[config.mk]
export PLATFORM = sky130hd
export DESIGN_NAME = toaplan2_sync_ctrl
export DESIGN_NICKNAME = d
export VERILOG_FILES = /design/src/rtl/toaplan2_pkg.sv /design/src/rtl/toaplan2_sync_meas.sv /design/src/rtl/toaplan2_sync_ctrl.sv
export SDC_FILE = /design/constraint.sdc
export NUM_CORES = 1
export LEC_CHECK = 0
export CORE_MARGIN = 8
export CORE_UTILIZATION = 40
export CTS_BUF_LIST = sky130_fd_sc_hd__clkbuf_2 sky130_fd_sc_hd__clkbuf_4 sky130_fd_sc_hd__clkbuf_8
export DETAILED_ROUTE_END_ITERATION = 8
export REMOVE_ABC_BUFFERS = 1
export SKIP_LAST_GASP = 1
export SYNTH_ARGS = -nofsm -noshare
export SYNTH_HDL_FRONTEND = slang
export SYNTH_SLANG_ARGS = --single-unit
[constraint.sdc]
create_clock -name VCLK_i -period 9 [get_ports VCLK_i]
set_input_delay 2.7 -clock VCLK_i [delete_from_list [all_inputs] [get_ports VCLK_i]]
set_output_delay 2.7 -clock VCLK_i [all_outputs]
set_load 0.01 [all_outputs]
[src/rtl/toaplan2_pkg.sv]
// Shared Toaplan2 video definitions: lock-state encoding, nominal raster timing and
// counter widths used by the capture frontend and its sync supervisor.
package toaplan2_pkg;

  typedef enum logic [1:0] {
    ST_IDLE    = 2'd0,
    ST_ACQUIRE = 2'd1,
    ST_LOCKED  = 2'd2,
    ST_HOLD    = 2'd3
  } tp2_state_e;

  localparam int TP2_H_PIXELS        = 432;
  localparam int TP2_LINES           = 263;
  localparam int TP2_VCLKS_PER_PIXEL = 2;

  localparam int GAP_W   = 12;
  localparam int LINE_W  = 10;
  localparam int BAD_W   = 8;
  localparam int FRAME_W = 22;
  localparam int RUN_W   = 4;

  function automatic logic [12:0] abs_diff(input logic [12:0] a, input logic [12:0] b);
    return (a >= b) ? (a - b) : (b - a);
  endfunction

endpackage

[src/rtl/toaplan2_sync_meas.sv]
// CSYNC synchronizer and falling-edge detector, line/frame measurement counters and the
// per-frame good/bad verdict presented combinationally in the frame_change rise cycle.
module toaplan2_sync_meas
  import toaplan2_pkg::*;
#(
  parameter int NOM_LINE_VCLKS = TP2_H_PIXELS * TP2_VCLKS_PER_PIXEL,
  parameter int LINE_TOL       = 8,
  parameter int MIN_LINE_VCLKS = TP2_H_PIXELS,
  parameter int NOM_LINES      = TP2_LINES,
  parameter int LINES_TOL      = 2,
  parameter int MAX_BAD_LINES  = 8,
  parameter int TIMEOUT_VCLKS  = 4095
) (
  input  logic               clk,
  input  logic               rst_n,
  input  logic               csync_i,
  input  logic               frame_change_i,
  input  logic [FRAME_W-1:0] vclks_per_frame_i,
  output logic               fall_o,
  output logic               frame_end_o,
  output logic               frame_good_now_o,
  output logic               timeout_o,
  output logic [GAP_W-1:0]   line_vclks_o,
  output logic [LINE_W-1:0]  lines_per_frame_o,
  output logic [FRAME_W-1:0] frame_vclks_o,
  output logic               frame_good_o
);

  localparam logic [GAP_W-1:0] MIN_LINE = GAP_W'(MIN_LINE_VCLKS);
  localparam logic [GAP_W-1:0] TIMEOUT  = GAP_W'(TIMEOUT_VCLKS);
  localparam logic [12:0]      NOM_LINE = 13'(NOM_LINE_VCLKS);
  localparam logic [12:0]      LTOL     = 13'(LINE_TOL);
  localparam logic [12:0]      NOM_LN   = 13'(NOM_LINES);
  localparam logic [12:0]      LNTOL    = 13'(LINES_TOL);
  localparam logic [BAD_W-1:0] MAX_BAD  = BAD_W'(MAX_BAD_LINES);

  logic               csync_s1_q, csync_s2_q, csync_s3_q;
  logic               fall_q, fall_d;
  logic               fc_prev_q;
  logic [GAP_W-1:0]   gap_q, gap_d;
  logic [LINE_W-1:0]  line_ctr_q, line_ctr_d;
  logic [BAD_W-1:0]   bad_ctr_q, bad_ctr_d;
  logic [GAP_W-1:0]   line_vclks_q, line_vclks_d;
  logic [LINE_W-1:0]  lines_pf_q, lines_pf_d;
  logic [FRAME_W-1:0] frame_vclks_q, frame_vclks_d;
  logic               frame_good_q, frame_good_d;

  logic               fc_rise;
  logic               timeout;
  logic               counted;
  logic               line_bad;
  logic [LINE_W-1:0]  line_inc;
  logic [BAD_W-1:0]   bad_inc;
  logic               good_now;

  always_comb begin
    fall_d   = csync_s3_q & ~csync_s2_q;
    fc_rise  = frame_change_i & ~fc_prev_q;
    timeout  = (gap_q == TIMEOUT);
    counted  = fall_q && (gap_q >= MIN_LINE);
    line_bad = abs_diff({1'b0, gap_q}, NOM_LINE) > LTOL;

    // The line closed by an edge in the frame-end cycle still belongs to the closing frame.
    line_inc = (counted && (line_ctr_q != '1)) ? line_ctr_q + LINE_W'(1) : line_ctr_q;
    bad_inc  = (counted && line_bad && (bad_ctr_q != '1)) ? bad_ctr_q + BAD_W'(1) : bad_ctr_q;
    good_now = (abs_diff({3'b000, line_inc}, NOM_LN) <= LNTOL) && (bad_inc <= MAX_BAD);

    if (fall_q) begin
      gap_d = GAP_W'(1);
    end else if (gap_q != '1) begin
      gap_d = gap_q + GAP_W'(1);
    end else begin
      gap_d = gap_q;
    end

    line_ctr_d    = (fc_rise || timeout) ? '0 : line_inc;
    bad_ctr_d     = (fc_rise || timeout) ? '0 : bad_inc;
    line_vclks_d  = counted ? gap_q : line_vclks_q;
    lines_pf_d    = fc_rise ? line_inc : lines_pf_q;
    frame_vclks_d = fc_rise ? vclks_per_frame_i : frame_vclks_q;
    frame_good_d  = fc_rise && good_now;
  end

  // Synchronizer resets to the idle (high) level so reset release never fakes an edge.
  always_ff @(posedge clk or negedge rst_n) begin
    if (!rst_n) begin
      csync_s1_q    <= 1'b1;
      csync_s2_q    <= 1'b1;
      csync_s3_q    <= 1'b1;
      fall_q        <= 1'b0;
      fc_prev_q     <= 1'b0;
      gap_q         <= '0;
      line_ctr_q    <= '0;
      bad_ctr_q     <= '0;
      line_vclks_q  <= '0;
      lines_pf_q    <= '0;
      frame_vclks_q <= '0;
      frame_good_q  <= 1'b0;
    end else begin
      csync_s1_q    <= csync_i;
      csync_s2_q    <= csync_s1_q;
      csync_s3_q    <= csync_s2_q;
      fall_q        <= fall_d;
      fc_prev_q     <= frame_change_i;
      gap_q         <= gap_d;
      line_ctr_q    <= line_ctr_d;
      bad_ctr_q     <= bad_ctr_d;
      line_vclks_q  <= line_vclks_d;
      lines_pf_q    <= lines_pf_d;
      frame_vclks_q <= frame_vclks_d;
      frame_good_q  <= frame_good_d;
    end
  end

  assign fall_o            = fall_q;
  assign frame_end_o       = fc_rise;
  assign frame_good_now_o  = good_now;
  assign timeout_o         = timeout;
  assign line_vclks_o      = line_vclks_q;
  assign lines_per_frame_o = lines_pf_q;
  assign frame_vclks_o     = frame_vclks_q;
  assign frame_good_o      = frame_good_q;

endmodule

[src/rtl/toaplan2_sync_ctrl.sv]
// Toaplan2 sync lock supervisor: runs the IDLE/ACQUIRE/LOCKED/HOLD lock machine on the
// per-frame verdicts from the measurement block and drives the registered mute/lock outputs.
module toaplan2_sync_ctrl
  import toaplan2_pkg::*;
#(
  parameter int NOM_LINE_VCLKS = TP2_H_PIXELS * TP2_VCLKS_PER_PIXEL,
  parameter int LINE_TOL       = 8,
  parameter int MIN_LINE_VCLKS = TP2_H_PIXELS,
  parameter int NOM_LINES      = TP2_LINES,
  parameter int LINES_TOL      = 2,
  parameter int MAX_BAD_LINES  = 8,
  parameter int LOCK_FRAMES    = 4,
  parameter int UNLOCK_FRAMES  = 8,
  parameter int TIMEOUT_VCLKS  = 4095
) (
  input  logic               VCLK_i,
  input  logic               reset_n,
  input  logic               CSYNC_i,
  input  logic               frame_change_i,
  input  logic [FRAME_W-1:0] vclks_per_frame_i,
  output logic               lock_o,
  output logic               mute_o,
  output logic [1:0]         state_o,
  output logic [GAP_W-1:0]   line_vclks_o,
  output logic [LINE_W-1:0]  lines_per_frame_o,
  output logic [FRAME_W-1:0] frame_vclks_o,
  output logic               frame_good_o
);

  localparam logic [RUN_W-1:0] LOCK_LAST = RUN_W'(LOCK_FRAMES - 1);
  localparam logic [RUN_W-1:0] UNLOCK_N  = RUN_W'(UNLOCK_FRAMES);

  logic fall;
  logic frame_end;
  logic frame_good_now;
  logic timeout;

  toaplan2_sync_meas #(
    .NOM_LINE_VCLKS (NOM_LINE_VCLKS),
    .LINE_TOL       (LINE_TOL),
    .MIN_LINE_VCLKS (MIN_LINE_VCLKS),
    .NOM_LINES      (NOM_LINES),
    .LINES_TOL      (LINES_TOL),
    .MAX_BAD_LINES  (MAX_BAD_LINES),
    .TIMEOUT_VCLKS  (TIMEOUT_VCLKS)
  ) u_meas (
    .clk               (VCLK_i),
    .rst_n             (reset_n),
    .csync_i           (CSYNC_i),
    .frame_change_i    (frame_change_i),
    .vclks_per_frame_i (vclks_per_frame_i),
    .fall_o            (fall),
    .frame_end_o       (frame_end),
    .frame_good_now_o  (frame_good_now),
    .timeout_o         (timeout),
    .line_vclks_o      (line_vclks_o),
    .lines_per_frame_o (lines_per_frame_o),
    .frame_vclks_o     (frame_vclks_o),
    .frame_good_o      (frame_good_o)
  );

  tp2_state_e       state_q, state_d;
  logic [RUN_W-1:0] good_run_q, good_run_d;
  logic [RUN_W-1:0] bad_run_q, bad_run_d;
  logic             lock_q, lock_d;
  logic             mute_q, mute_d;

  always_comb begin
    state_d    = state_q;
    good_run_d = good_run_q;
    bad_run_d  = bad_run_q;

    // Loss of CSYNC overrides any frame verdict arriving in the same cycle.
    if (timeout) begin
      state_d    = ST_IDLE;
      good_run_d = '0;
      bad_run_d  = '0;
    end else begin
      case (state_q)
        ST_IDLE: begin
          if (fall) begin
            state_d    = ST_ACQUIRE;
            good_run_d = '0;
          end
        end
        ST_ACQUIRE: begin
          if (frame_end) begin
            if (!frame_good_now) begin
              good_run_d = '0;
            end else if (good_run_q == LOCK_LAST) begin
              state_d    = ST_LOCKED;
              good_run_d = '0;
            end else begin
              good_run_d = good_run_q + RUN_W'(1);
            end
          end
        end
        ST_LOCKED: begin
          if (frame_end && !frame_good_now) begin
            state_d   = ST_HOLD;
            bad_run_d = RUN_W'(1);
          end
        end
        ST_HOLD: begin
          if (frame_end) begin
            if (frame_good_now) begin
              state_d   = ST_LOCKED;
              bad_run_d = '0;
            end else if ((bad_run_q + RUN_W'(1)) == UNLOCK_N) begin
              state_d    = ST_ACQUIRE;
              good_run_d = '0;
              bad_run_d  = '0;
            end else begin
              bad_run_d = bad_run_q + RUN_W'(1);
            end
          end
        end
        default: state_d = ST_IDLE;
      endcase
    end

    lock_d = (state_d == ST_LOCKED) || (state_d == ST_HOLD);
    mute_d = (state_d != ST_LOCKED);
  end

  always_ff @(posedge VCLK_i or negedge reset_n) begin
    if (!reset_n) begin
      state_q    <= ST_IDLE;
      good_run_q <= '0;
      bad_run_q  <= '0;
      lock_q     <= 1'b0;
      mute_q     <= 1'b1;
    end else begin
      state_q    <= state_d;
      good_run_q <= good_run_d;
      bad_run_q  <= bad_run_d;
      lock_q     <= lock_d;
      mute_q     <= mute_d;
    end
  end

  assign lock_o  = lock_q;
  assign mute_o  = mute_q;
  assign state_o = state_q;

endmodule

# Word level (Yosys, flattened, before mapping)
# Cells that the tools add are included.
# totals
regBits	92
wordCells	103
# op_classes
n_addsub	9
order_cmp	6
eq_ne	18
n_mux	33
bitwise	4
n_reduce_logical	16
# ops
op	count
$mux W4	13
$mux W13	2
$mux W12	2
$mux W10	2
$mux W2	9
$mux W8	2
$ne A3 B3 Y1 const B	5
$gt A13 B4 Y1 const B	1
$le A13 B2 Y1 const B	1
$sub A10 B12 Y13 const A	1
$sub A12 B10 Y13 const B	1
$add A12 B1 Y12 const B	1
$eq A12 B12 Y1 const B	1
$ge A12 B10 Y1 const B	1
$ge A12 B9 Y1 const B	1
$ne A12 B12 Y1 const B	1
$pmux W4 S3	1
$sub A10 B9 Y11 const B	1
$sub A9 B10 Y11 const A	1
$add A10 B1 Y10 const B	1
$ge A10 B9 Y1 const B	1
$ne A10 B10 Y1 const B	1
$add A4 B1 Y4 const B	2
$add A8 B1 Y8 const B	1
21 further kinds	33

# Longest topological paths before layout
# depth
word_depth	15
mapped_depth	20
depth_no_buf	17

# By module
# From an unflattened synthesis, not the netlist that was laid out.
# unflattened
cells_unflattened	580
hier_area_um2	5154.9
# modules_own_cells
mod	instances	cells_each	area_per_inst_um2
toaplan2_sync_meas	1	493	4352.9
toaplan2_sync_ctrl	1	87	802.0

# Least setup slack after synthesis
# OpenSTA, ideal clock, no wires.
# synth_timing
path_type	register -> register
from	register u_meas.gap_q[9]
to	register bad_run_q[3]
setup_time_ns	0.082
t_arrival_ns	4.387
required_ns	8.918
path_slack_ns	4.531
stages_incl_launch_ff	20
n_path_buf	2
synth_period_minus_slack_ns	4.469
path_cell_list	dfrtp_1 -> buf_6 -> or3_4 -> o2bb2ai_2 -> nand2_2 -> nor2_1 -> xnor2_1 -> ha_1 -> inv_1 -> a211o_1 -> o211ai_2 -> nand2b_1 -> a211oi_1 -> a211o_1 -> xor2_1 -> or3_1 -> or4_4 -> buf_6 -> or3b_1 -> a31oi_1
# synth_via
elab_chain_len	12
word_cells_on_any_way	30
# synth_lines
item	line	source
start: declaration	toaplan2_sync_meas.sv:40	logic [GAP_W-1:0] gap_q, gap_d;
start signal: assignment	toaplan2_sync_meas.sv:105	gap_q <= gap_d;
$ge A12 B9 Y1, or another cell as far along	toaplan2_sync_meas.sv:60	counted = fall_q && (gap_q >= MIN_LINE);
$logic_and A1 B1 Y1 or $mux W13 (tied branches)	toaplan2_sync_meas.sv:60, toaplan2_pkg.sv:23	
$logic_and A1 B1 Y1 or $gt A13 B4 Y1 (tied branches)	toaplan2_sync_meas.sv:64, toaplan2_sync_meas.sv:61	
$mux W10 or $logic_and A1 B1 Y1 (tied branches)	toaplan2_sync_meas.sv:64, toaplan2_sync_meas.sv:65	
$sub A9 B10 Y11, or another cell as far along	toaplan2_pkg.sv:23	return (a >= b) ? (a - b) : (b - a);
$mux W13 or $mux W8 (tied branches)	toaplan2_pkg.sv:23, toaplan2_sync_meas.sv:65	
$le A13 B2 Y1 or $le A8 B4 Y1 (tied branches)	toaplan2_sync_meas.sv:66	good_now = (abs_diff({3'b000, line_inc}, NOM_LN) <= LNTOL) && (bad_inc <= MAX_BAD);
$logic_and A1 B1 Y1	toaplan2_sync_meas.sv:66	
$mux W4 or $logic_not A1 Y1 (tied branches)	toaplan2_sync_ctrl.sv:106, toaplan2_sync_ctrl.sv:99	
$mux W4 or $logic_and A1 B1 Y1 (tied branches)	toaplan2_sync_ctrl.sv:105, toaplan2_sync_ctrl.sv:99	
$pmux W4 S2 or $ne A3 B3 Y1 (tied branches)	n/a	
$mux W4 or $reduce_and A3 Y1 (tied branches)	n/a	
end signal: assignment	toaplan2_sync_ctrl.sv:136	bad_run_q <= bad_run_d;
end: declaration	toaplan2_sync_ctrl.sv:64	logic [RUN_W-1:0] bad_run_q, bad_run_d;
# Parallel ways exist; a longest one is shown, timed or not. The select of a mux whose other input is x is not followed.
# A chain may end at the register's enable or synchronous reset.

# Worst setup path after layout
# layout_timing
from	register u_meas.fall_q (netlist: u_meas.fall_o)
to	register mute_q (netlist: mute_o)
# layout_via
elab_chain_len	13
word_cells_on_any_way	24
# layout_lines
item	line	source
start: declaration	toaplan2_sync_meas.sv:38	logic fall_q, fall_d;
start signal: assignment	toaplan2_sync_meas.sv:103	fall_q <= fall_d;
$logic_and A1 B1 Y1	toaplan2_sync_meas.sv:60	
$logic_and A1 B1 Y1	toaplan2_sync_meas.sv:64	line_inc = (counted && (line_ctr_q != '1)) ? line_ctr_q + LINE_W'(1) : line_ctr_q;
$mux W10	toaplan2_sync_meas.sv:64	
$sub A9 B10 Y11, or another cell as far along	toaplan2_pkg.sv:23	
$mux W13	toaplan2_pkg.sv:23	
$le A13 B2 Y1	toaplan2_sync_meas.sv:66	
$logic_and A1 B1 Y1	toaplan2_sync_meas.sv:66	
$logic_not A1 Y1	toaplan2_sync_ctrl.sv:99	if (frame_end && !frame_good_now) begin
$logic_and A1 B1 Y1	toaplan2_sync_ctrl.sv:99	
$mux W2	toaplan2_sync_ctrl.sv:99	
$pmux W2 S4 *	toaplan2_sync_ctrl.sv:79	case (state_q)
$mux W2 *	toaplan2_sync_ctrl.sv:74	if (timeout) begin
via state_d[0]	toaplan2_sync_ctrl.sv:62	tp2_state_e state_q, state_d;
$ne A2 B2 Y1 *	toaplan2_sync_ctrl.sv:123	mute_d = (state_d != ST_LOCKED);
via mute_d	toaplan2_sync_ctrl.sv:66	logic mute_q, mute_d;
end signal: assignment	toaplan2_sync_ctrl.sv:138	mute_q <= mute_d;
end: declaration	toaplan2_sync_ctrl.sv:66	
# Mark *: on every way through the listed nets, which the timed path passes. The rest lies on a longest branch.

==> results.json <==
{
  "ys_warn_count": 0,
  "cpLargestDelayFamily": "simple AND/OR/NAND/NOR gates",
  "peakVddDrop_mv": 0.0913,
  "ys_async_sr_fraction": 1.00,
  "grt_max_degree": 68,
  "hold_violations": 0,
  "antenna_found_initial": 0,
  "grt.total_usage": 0.168,
  "grt_pass1_wl_mm": 22.6,
  "tightestPinTransition_ns": 0.986,
  "ys.flop_type": "dfrtp_1",
  "fp-row-count": 41,
  "yosysUniqueCellTypes": 74,
  "fin_worst_hold_slack_ns": 0.359,
  "synth_common_cells": "nand2_1 (130), dfrtp_1 (88), nor2_1 (60), o21ai_0 (32), a21oi_1 (23)",
  "postLayoutCoreUtil": 0.492,
  "cts-root-buf": "clkbuf_8",
  "core_um2": 12700,
  "path_max_fanout": 18,
  "fill_cells": 1228,
  "max_stage_delay_ns": 0.80,
  "initial_utilization": 0.413,
  "finalCritPeriodShare": 0.603,
  "leakage_nw": 2.73,
  "crit_buf_inv": 1,
  "fin_nets": 694,
  "syn_avg_cell_area_um2": 8.74,
  "ys_seq_area_frac": 0.441,
  "slew_violations": 0,
  "fin_crit_ns": 5.43,
  "synth_area_leaders": "dfrtp_1 (42%), nand2_1 (9.3%), nor2_1 (4.3%)",
  "grt_pass1_vias": 4506,
  "maxCapViolations": 0,
  "crit_chain": "nand3_2 > o2bb2ai_2 > nand2_2 > nor2_1 > xnor2_1 > ha_1 > inv_1 > a211o_1 > o211ai_2 > nand2b_1 > a211oi_1 > a211o_1 > xor2_1 > or3_1 > or4_4 > o21a_1 > or3_1",
  "setup_violations": 0,
  "syn-instance-count": 598,
  "skew_ns": 0.0172,
  "slowest_stage": "dfrtp_1",
  "die-area_um2": 17000,
  "wl_per_cell_um": 16.0,
  "firstDrtPassIters": 5,
  "synth_most_common_cell": "nand2_1",
  "grt-ovfl-total": 0,
  "worstPathRequired_ns": 9.29,
  "critPathKind": "register to register",
  "max_freq_mhz": 184,
  "synth-edff-count": 0,
  "gp_congestion": 0.869,
  "cts_hold_buf": 0,
  "drive_gt1_frac": 0.0637,
  "post_drt_via_cell_ratio": 5.41,
  "synthDominantCellAreaShare": 0.421,
  "pin_count": 75,
  "cts_inserted_buffers": 9,
  "clkSinkCount": 92,
  "n_antenna_cell": 0,
  "routed_wl_mm": 13.3,
  "netlist_area_um2": 5230,
  "fp.dieW_um": 130,
  "ys_seq_elements": 92,
  "seq_area_um2": 2310,
  "multi_input_area_um2": 2720,
  "drtIter0Drc": 364,
  "dpl.hpwl_mm": 9.67,
  "insertion_delay_ns": 0.37,
  "portBuffers": 74,
  "worstPathArrival_ns": 5.71,
  "cts_tree": "built",
  "syn_to_final_growth_pct": 19.1,
  "htreeDepth": 3,
  "clkTransAtPathRegs_ns": 0.08,
  "maxSlewHeadroom": 0.340,
  "hold_class": "register to register",
  "p_total_uw": 838,
  "crit_path_end_kind": "register",
  "cts_max_path_buffers": 2,
  "setup_tns_ns": 0,
  "drc": 0,
  "yosys.area.top_type": "dfrtp_1",
  "cp-start-kind": "register",
  "cts_setup_buffers": 0,
  "drtAntennaViolNets": 0,
  "via_count": 4493,
  "rsz0062_at_grt": "false",
  "cts.repair.resized": 0,
  "p_per_area_nw_per_um2": 135,
  "status": "complete, no violations",
  "dieHeight_um": 130
}
[flip-flops by register name, summed over array words and instances, names as in the netlist, 2 cells and up]
register / flops
u_meas.gap_q: 12
u_meas.bad_ctr_q: 8
u_meas.line_ctr_q: 10
bad_run_q: 4
state_o: 2
u_meas.lines_per_frame_o: 10
u_meas.frame_vclks_o: 22
good_run_q: 4
u_meas.line_vclks_o: 12
[logic make-up after synthesis]
kind of cell | share of synthesized area
flops | 0.441
fa+ha+maj | 0.0335
compound gates | 0.161
mux | 0.0177
xor+xnor | 0.0419
simple gates | 0.265
buf+inv | 0.0395
[metal layers]
layer | global-route usage | share of wire
met1 | 0.206 | 0.45
met2 | 0.263 | 0.45
met4 | 0.0546 | 0.011
met5 | 0 | 0
met3 | 0.0661 | 0.090
[cell type report]
class                           instances  share of cell area
Clock buffer                           14              0.0269
Clock inverter                          2             0.00201
Inverter                               15             0.00904
Multi-Input combinational cell        460               0.436
Sequential cell                        92               0.370
Tap cell                              172              0.0346
Timing Repair Buffer                   76               0.121
[path summary, 6_finish.rpt]
kind | from | end | slack (ns) | cells after the start
worst max-delay path | u_meas.fall_o | mute_o | 3.57 | 17
worst min-delay path | u_meas.csync_s1_q | u_meas.csync_s2_q | 0.36 | 0
worst max register to register | u_meas.fall_o | mute_o | 3.57 | 17
worst min register to register | u_meas.csync_s1_q | u_meas.csync_s2_q | 0.36 | 0
max in group asynchronous | reset_n | u_meas.lines_per_frame_o[4] | 5.63 | 2
min in group asynchronous | reset_n | u_meas.line_vclks_o[3] | 2.21 | 1
[cell usage in the layout (no fill, tap or decap), drive strengths merged, types with 4 or more instances in the layout]
cell	count
and4	5
nand2b	9
a21oi	24
nor3	10
nor2	60
dfrtp	88
xnor2	17
clkbuf	14
o21a	5
nand3	20
xor2	8
and2	5
nor4	4
mux2i	7
a31oi	11
a211oi	7
clkdlybuf4s50	73
or3	7
ha	14
nand4	15
inv	15
nand2	131
o211ai	4
dfstp	4
o21ai	32
and3	9
[through the flow]
| step | worst slack, ns | instances | instance area [µm²] |
|---|---|---|---|
| after global placement | 3.79 | 815 | 6050 |
| after global routing | 3.03 | 831 | 6230 |
| after floorplan | 4.37 | 567 | 5080 |
| after CTS | 3.59 | 831 | 6230 |
| after detailed placement | 3.61 | 815 | 6050 |
| final | 3.57 | 831 | 6230 |
[power by group]
group	switching, mW	internal [mW]	leakage [nW]
clock network	0.139	0.120	0.0944
logic	0.0631	0.0573	1.43
registers	0.0245	0.433	1.21
(Power assumes the default switching activity.)
